==> config.mk <==
export PLATFORM = sky130hd
export DESIGN_NAME = sdram_refresh_arbiter
export DESIGN_NICKNAME = d
export VERILOG_FILES = /design/src/rtl/sdram_refresh_arbiter.sv
export SDC_FILE = /design/constraint.sdc
export NUM_CORES = 1
export LEC_CHECK = 0
export ABC_AREA = 1
export ABC_CLOCK_PERIOD_IN_PS = 1980
export CAP_MARGIN = 20
export CORE_MARGIN = 2
export CORE_UTILIZATION = 48
export DETAILED_ROUTE_END_ITERATION = 12
export GPL_TIMING_DRIVEN = 0
export PLACE_DENSITY = 0.8
export RECOVER_POWER = 100
export SYNTH_ARGS = -nofsm -noshare
export SYNTH_HDL_FRONTEND = slang
export SYNTH_SLANG_ARGS = --single-unit
==> constraint.sdc <==
create_clock -name clk -period 1.98 [get_ports clk]
set_input_delay 0.396 -clock clk [delete_from_list [all_inputs] [get_ports clk]]
set_output_delay 0.396 -clock clk [all_outputs]
set_load 0.005 [all_outputs]
==> src/rtl/sdram_refresh_arbiter.sv <==
// Arbitrates one SDRAM controller between two clients (round-robin, hold-until-release) and auto-refresh.
// Optional grant timeout and per-port masking are enabled by defining SDRAM_ARB_TIMEOUT_EN.
module sdram_refresh_arbiter #(
    parameter int REF_PERIOD    = 780,
    parameter int URGENT_THRESH = 4
`ifdef SDRAM_ARB_TIMEOUT_EN
    ,
    parameter int MAX_HOLD      = 256
`endif
) (
    input  logic       clk,
    input  logic       rst,
    input  logic       req1,
    output logic       ack1,
    input  logic       req2,
    output logic       ack2,
    output logic       ref_req,
    input  logic       ref_ack,
    output logic [3:0] pending,
    output logic       ref_overrun
);

    localparam int TW = (REF_PERIOD > 1) ? $clog2(REF_PERIOD) : 1;
    localparam logic [4:0] URG = 5'(URGENT_THRESH);

    typedef enum logic [1:0] {IDLE, GNT1, GNT2, REFRESH} state_t;

    state_t        state_q;
    logic [TW-1:0] timer_q, timer_d;
    logic [3:0]    pending_q, pending_d;
    logic          overrun_q, overrun_d;
    logic          ack1_q, ack2_q, ref_req_q;
    logic          last2_q;
    logic          credit, ref_done;
    logic          mask1, mask2, expire;
    logic          eff1, eff2;
    logic          go1, go2, go_ref;

    always_comb begin
        credit    = (timer_q == '0);
        ref_done  = (state_q == REFRESH) && ref_ack;
        timer_d   = credit ? TW'(REF_PERIOD - 1) : timer_q - TW'(1);
        pending_d = pending_q;
        overrun_d = overrun_q;
        // A credit and a completed refresh in the same cycle cancel out.
        if (credit && !ref_done) begin
            if (pending_q == 4'hF)
                overrun_d = 1'b1;
            else
                pending_d = pending_q + 4'd1;
        end else if (!credit && ref_done) begin
            pending_d = pending_q - 4'd1;
        end
    end

`ifdef SDRAM_ARB_TIMEOUT_EN
    localparam int HW = (MAX_HOLD > 1) ? $clog2(MAX_HOLD) : 1;

    logic [HW-1:0] hold_q;
    logic          mask1_q, mask2_q;

    assign expire = (hold_q == HW'(MAX_HOLD - 1));
    assign mask1  = mask1_q;
    assign mask2  = mask2_q;

    // A timed-out port stays masked until it drops its request for a cycle.
    always_ff @(posedge clk) begin
        if (rst) begin
            hold_q  <= '0;
            mask1_q <= 1'b0;
            mask2_q <= 1'b0;
        end else begin
            hold_q <= (state_q == GNT1 || state_q == GNT2) ? hold_q + HW'(1) : '0;
            if (!req1)
                mask1_q <= 1'b0;
            else if (state_q == GNT1 && expire)
                mask1_q <= 1'b1;
            if (!req2)
                mask2_q <= 1'b0;
            else if (state_q == GNT2 && expire)
                mask2_q <= 1'b1;
        end
    end
`else
    assign expire = 1'b0;
    assign mask1  = 1'b0;
    assign mask2  = 1'b0;
`endif

    assign eff1 = req1 && !mask1;
    assign eff2 = req2 && !mask2;

    always_comb begin
        go1    = 1'b0;
        go2    = 1'b0;
        go_ref = 1'b0;
        if ({1'b0, pending_q} >= URG) begin
            go_ref = 1'b1;
        end else if (eff1 && eff2) begin
            go1 = last2_q;
            go2 = !last2_q;
        end else if (eff1) begin
            go1 = 1'b1;
        end else if (eff2) begin
            go2 = 1'b1;
        end else if (pending_q != 4'd0) begin
            go_ref = 1'b1;
        end
    end

    always_ff @(posedge clk) begin
        if (rst) begin
            state_q   <= IDLE;
            ack1_q    <= 1'b0;
            ack2_q    <= 1'b0;
            ref_req_q <= 1'b0;
            last2_q   <= 1'b1;
            timer_q   <= TW'(REF_PERIOD - 1);
            pending_q <= 4'd0;
            overrun_q <= 1'b0;
        end else begin
            timer_q   <= timer_d;
            pending_q <= pending_d;
            overrun_q <= overrun_d;
            case (state_q)
                IDLE: begin
                    if (go1) begin
                        state_q <= GNT1;
                        ack1_q  <= 1'b1;
                        last2_q <= 1'b0;
                    end else if (go2) begin
                        state_q <= GNT2;
                        ack2_q  <= 1'b1;
                        last2_q <= 1'b1;
                    end else if (go_ref) begin
                        state_q   <= REFRESH;
                        ref_req_q <= 1'b1;
                    end
                end
                GNT1: begin
                    if (!req1 || expire) begin
                        state_q <= IDLE;
                        ack1_q  <= 1'b0;
                    end
                end
                GNT2: begin
                    if (!req2 || expire) begin
                        state_q <= IDLE;
                        ack2_q  <= 1'b0;
                    end
                end
                REFRESH: begin
                    if (ref_ack) begin
                        state_q   <= IDLE;
                        ref_req_q <= 1'b0;
                    end
                end
                default: begin
                    state_q   <= IDLE;
                    ack1_q    <= 1'b0;
                    ack2_q    <= 1'b0;
                    ref_req_q <= 1'b0;
                end
            endcase
        end
    end

    assign ack1        = ack1_q;
    assign ack2        = ack2_q;
    assign ref_req     = ref_req_q;
    assign pending     = pending_q;
    assign ref_overrun = overrun_q;

endmodule

# Word level (Yosys, flattened, before mapping)
# Cells that the tools add are included.
dict set report word_totals {
  reg_bits 21
  output_inout_bits 8
  word_cells 84
}
dict set report classes {
  n_addsub 3
  order_cmp 1
  n_eq_ne 14
  n_mux 35
  n_reduce_logical 23
}
# operator count
set ops {}
lappend ops {{1-bit 2-to-1 mux} 22}
lappend ops {{2-bit != test (second input constant)} 9}
lappend ops {{2-bit 2-to-1 mux} 6}
lappend ops {{4-bit 2-to-1 mux} 3}
lappend ops {{10-bit logical NOT} 1}
lappend ops {{2-bit nonzero test} 5}
lappend ops {{10-bit by 1-bit subtractor with 10-bit output (second input constant)} 1}
lappend ops {{2-bit one-hot mux with 4 select lines} 1}
lappend ops {{4-bit AND reduction} 2}
lappend ops {{1-bit one-hot mux with 2 select lines} 3}
lappend ops {{2-bit AND reduction} 3}
lappend ops {{5-bit AND reduction} 1}
lappend ops {{4-bit by 1-bit adder with 4-bit output (second input constant)} 1}
lappend ops {{2-bit == test (second input constant)} 2}
lappend ops {{4-bit == test (second input constant)} 1}
lappend ops {{4-bit by 3-bit greater-or-equal comparator with 1-bit output (second input constant)} 1}
lappend ops {{1-bit logical AND} 4}
lappend ops {{4-bit != test (second input constant)} 1}
lappend ops {{4-bit nonzero test} 1}
lappend ops {{4-bit by 1-bit subtractor with 4-bit output (second input constant)} 1}
lappend ops {{1-bit logical NOT} 3}
lappend ops {{3-bit AND reduction} 1}
lappend ops {{2-bit by 1-bit == test with 1-bit output (second input constant)} 1}
lappend ops {{2-bit logical NOT} 1}
lappend ops {{2-bit OR reduction} 1}

# Logic depth before layout (Yosys ltp)
dict set report logic_depth {
  depth_word 10
  ltp_mapped 16
  depth_no_buf 16
}

# Worst setup path before layout
# OpenSTA, ideal clock, no wires.
dict set report synth_timing {
  kind {reg-to-reg}
  from {register timer_q[0]}
  to {register pending_q[3] (netlist: pending[3])}
  arrival_ns 1.966
  required_ns 1.865
  setup_slack_ns -0.101
  stages_incl_launch_ff 16
  path_cell_list {dfxtp_1 -> inv_1 -> ha_1 -> nand2_2 -> nor2_4 -> nand2_2 -> nor2_1 -> inv_1 -> ha_1 -> nand2_1 -> nor2_1 -> nor2_1 -> nor2_1 -> nand3_1 -> a21oi_1 -> nor2_1}
}
dict set report synth_via {
  elab_chain_len 5
  word_cells_on_any_way 8
}
# item line_no
set synth_rtl {}
lappend synth_rtl {{start, declared} 29} ;# logic [TW-1:0] timer_q, timer_d;
lappend synth_rtl {{start signal, assigned} 118} ;# timer_q <= TW'(REF_PERIOD - 1);
lappend synth_rtl {{start signal, assigned} 122} ;# timer_q <= timer_d;
lappend synth_rtl {{10-bit logical NOT *} 40} ;# credit = (timer_q == '0);
lappend synth_rtl {{1-bit logical NOT} 51} ;# end else if (!credit && ref_done) begin
lappend synth_rtl {{1-bit logical AND} 51}
lappend synth_rtl {{2-bit nonzero test (no line)} -}
lappend synth_rtl {{2-bit AND reduction (no line)} -}
lappend synth_rtl {{end signal, assigned} 123} ;# pending_q <= pending_d;
lappend synth_rtl {{end, declared} 30} ;# logic [3:0] pending_q, pending_d;
# Every way passes the cells marked *; elsewhere a longest branch is shown, timed or not.
# A chain may end at the register's enable or synchronous reset.

# Worst setup path after layout
dict set report layout_timing {
  from {input port ref_ack}
  to {register pending_q[3] (netlist: pending[3])}
}
dict set report layout_via {
  elab_chain_len 5
  word_cells_on_any_way 8
}
# item line_no
set layout_rtl {}
lappend layout_rtl {{start, declared} 18} ;# input logic ref_ack,
lappend layout_rtl {{1-bit logical AND *} 41} ;# ref_done = (state_q == REFRESH) && ref_ack;
lappend layout_rtl {{1-bit logical NOT} 46} ;# if (credit && !ref_done) begin
lappend layout_rtl {{1-bit logical AND} 46}
lappend layout_rtl {{2-bit != test (no line) or 2-bit nonzero test (tied branches)} -}
lappend layout_rtl {{2-bit AND reduction (no line)} -}
# Marked as above.

==> results.yml <==
placement:
  dp_cells: 192
  place.gp.congestion: 0.799
  dp_hpwl_mm: 1.72
  io_buffers: 12
setup_path:
  crit_type: "primary input to register"
  cp-end-kind: "register"
  cp-startpoint: "ref_ack"
  timing.rr.start: "timer_q[0]$_SDFF_PP1_"
  arrival_ns: 2.20
  reg2regPathDepth: 16
  rrSetupSlack_ns: 0.02
  critPathSlowestCell: "clkdlybuf4s50_1"
  critical_path.max_fanout: 4
  critical_path.top_delay_family: "simple AND/OR/NAND/NOR gates"
  critPathLaunchType: "primary input"
  crit_end: "pending[3]$_SDFFE_PP0P_"
  required_ns: 2.19
  max_stage_delay_ns: 0.49
  reg2reg_to: "pending[3]$_SDFFE_PP0P_"
  crit_chain: "clkdlybuf4s50_1 -> nand3_1 -> inv_2 -> nor2_4 -> inv_2 -> ha_4 -> nand2_1 -> nand2_1 -> nor2_1 -> nor2_1 -> nand3_1 -> nand3_1 -> nand2_1 -> nor2_1"
  cp.depth: 14
  cp_num_buf_inv: 3
layout:
  drive_above_1_share_pct: 18.6
  area_delta_synth_final_pct: 25.6
  final_cells: 200
  final_common_cell: "nand2_1"
  diodes: 0
  layout.nets: 182
  mostFrequentLayoutCells: "nand2_1 (28), nor2_1 (23), dfxtp_1 (19)"
clock_network:
  clock_sinks: 21
  cts.htree.levels: 1
  path_clk_slew_ns: 0.12
  cts_max_path_buffers: 2
  numCtsBuffers: 3
  cts_tree: "yes"
  worstSkewPairLatency_ns: 0.31
  cts-root-buf: "clkbuf_4"
power_and_ir_drop:
  p_comb_share_pct: 31.8
  p_int_mw: 0.706
  ir_drop_mv: 0.570
  p_leak_nw: 0.576
  swShare_pct: 35.0
  p_per_area_mw_per_mm2: 808
  seq_power_share_pct: 49.2
  power.switching_mw: 0.380
  clkPwrFrac_pct: 19.1
routing:
  viasPerCell: 5.20
  ant_nets: 0
  vias: 1039
  first_pass_iters: 4
  drcViolationCount: 0
  wl_mm: 2.41
  drt-initial-drc-count: 26
  detail_route.wl_per_cell_um: 12.0
grt:
  grt_max_degree: 13
  grt_pass1_vias: 1024
  grt_pass1_wl_mm: 4.15
  grt_usage_pct: 20.8
  overflow: 0
  antenna_found_initial: 0
floorplan:
  die_width_um: 51.2
  initial_core_util_pct: 49.4
  rows: 17
  core_area_mm2: 0.00217
  die_height_um: 51.2
  ios: 13
  die_area_mm2: 0.00263
logic_synthesis:
  ys_seq_elements: 21
  synth_area_mm2: 0.00107
  ys_seq_area_share_pct: 39.3
  syn-num-nets: 161
  synth_edf_count: 0
  syn_avg_cell_area_um2: 7.05
  netlist_instances: 152
  synth_cell_types: 25
  yosysWarnings: 0
  synth_ff_type: "dfxtp_1"
  async_reset_ff_share_pct: 0
timing:
  fin_crit_ns: 1.99
  fin_crit_sh_pct: 100
  slew_viol_final: 0
  clock_skew_ns: 0.00644
  fin_hold_ws_ns: 0.415
  rsz0062_at_grt: "true"
  finalHoldViolations: 0
  tightest_slew_ns: 0.318
  max_freq_mhz: 503
  slew_headroom_pct: 78.7
  setup_viol_count_final: 1
  setup_ws_ns: -0.00744
run_status:
  violations: "setup timing"
  status: "complete, but fails checks"
run:
  maxCapViolations: 0
hold_path:
  hold_path.class: "register to register"
through the flow:
stage | util (%) | setup TNS [ns] | area (um2) | setup slack [ns] | total power [mW]
2_1_floorplan | - | 0 | 1090 | 0.0296 | 0.753
3_3_place_gp | 57.3 | -0.429 | 1240 | -0.268 | 0.849
3_5_place_dp | 57.3 | -0.557 | 1240 | -0.314 | 0.871
4_1_cts | 61.2 | 0 | 1330 | 0.0210 | 1.08
5_1_grt | 62.0 | -0.137 | 1350 | -0.137 | 1.17
6_report | 62.0 | -0.00744 | 1350 | -0.00744 | 1.09
layer usage:
| layer | routed length [um] | up-vias | share of wire [%] | track usage [%] |
|---|---|---|---|---|
| met3 | 86 | 2 | 3.6 | 2.34 |
| met4 | 10 | 0 | 0.42 | 10.1 |
| met1 | 1030 | 472 | 43 | 25.5 |
| met2 | 1280 | 33 | 53 | 36.1 |
| met5 | 0 | - | 0 | 0 |
| li1 | - | 532 | - | - |
power by group through the flow:
stage          clock (mW)  sequential, mW  combinational, mW
6_report            0.207           0.534              0.345
5_1_grt             0.229           0.544              0.394
4_1_cts             0.212           0.533              0.339
3_5_place_dp            0           0.542              0.329
3_3_place_gp            0           0.537              0.312
2_1_floorplan           0           0.531              0.222
registers in the layout (all words and copies together), names as in the netlist:
name / flops
ack2: 1
last2_q: 1
ref_req: 1
ref_overrun: 1
ack1: 1
pending: 4
timer_q: 10
state_q: 2
repair_timing:
item	4_1_cts	5_1_grt
hold endpoints to repair	0	0
hold buffers	0	0
buffers inserted	4	0
pin swaps	5	2
resized for setup	8	5
setup endpoints to repair	2	2
Yosys cell counts, types with 2 or more instances:
master     n  share of area, %
nand2_1   30                11
nor2_1    25               8.8
dfxtp_1   21                39
inv_1     18               6.3
a21oi_1   12               5.6
nand3_1   10               4.7
nand2_2    4               2.3
nand4_1    4               2.3
o21ai_0    4               1.9
ha_1       3               3.5
inv_2      2              0.70
nor3_1     2              0.93
o21bai_1   2               1.4
or2_0      2               1.2
or2_2      2               1.2
xnor2_1    2               1.6
worst reg2reg max path, stage by stage (launching register included):
cell and delay (ns):
dfxtp_2 0.34, inv_2 0.07, ha_4 0.15, nand2_4 0.07, nor2_4 0.10, nand2_2 0.08
nor2_4 0.11, inv_2 0.07, ha_1 0.28, nand2_2 0.05, nor2_1 0.03, nor2_1 0.15
nor2_1 0.07, nand3_1 0.11, nand3_1 0.08, nand2_1 0.06, nor2_1 0.04
worst min path at each step:
stage | to | slack [ns] | cells past startpoint | from
2_1_floorplan | timer_q[0]$_SDFF_PP1_ | 0.38 | 1 | timer_q[0]$_SDFF_PP1_
3_3_place_gp | timer_q[0]$_SDFF_PP1_ | 0.39 | 1 | timer_q[0]$_SDFF_PP1_
3_5_place_dp | timer_q[0]$_SDFF_PP1_ | 0.39 | 1 | timer_q[0]$_SDFF_PP1_
4_1_cts | timer_q[0]$_SDFF_PP1_ | 0.42 | 1 | timer_q[0]$_SDFF_PP1_
5_1_grt | timer_q[0]$_SDFF_PP1_ | 0.43 | 1 | timer_q[0]$_SDFF_PP1_
6_report | timer_q[0]$_SDFF_PP1_ | 0.42 | 1 | timer_q[0]$_SDFF_PP1_
cell families after synthesis:
group	after synthesis	synth area share, %
flops	21	39.3
xor+xnor	3	2.45
simple gates	83	34.8
fa+ha+maj	4	5.37
compound gates	21	11.1
buf+inv	20	7.01
area by class of cell:
class | instances | area (um2)
clock buffer | 3 | 22.5
clock inverter | 1 | 5.00
fill | 207 | 825
inverter | 20 | 75.1
multi-input combinational | 111 | 634
sequential | 21 | 423
tap | 28 | 35.0
timing repair buffer | 16 | 150
Note: power is estimated with default switching activity, not from simulation.
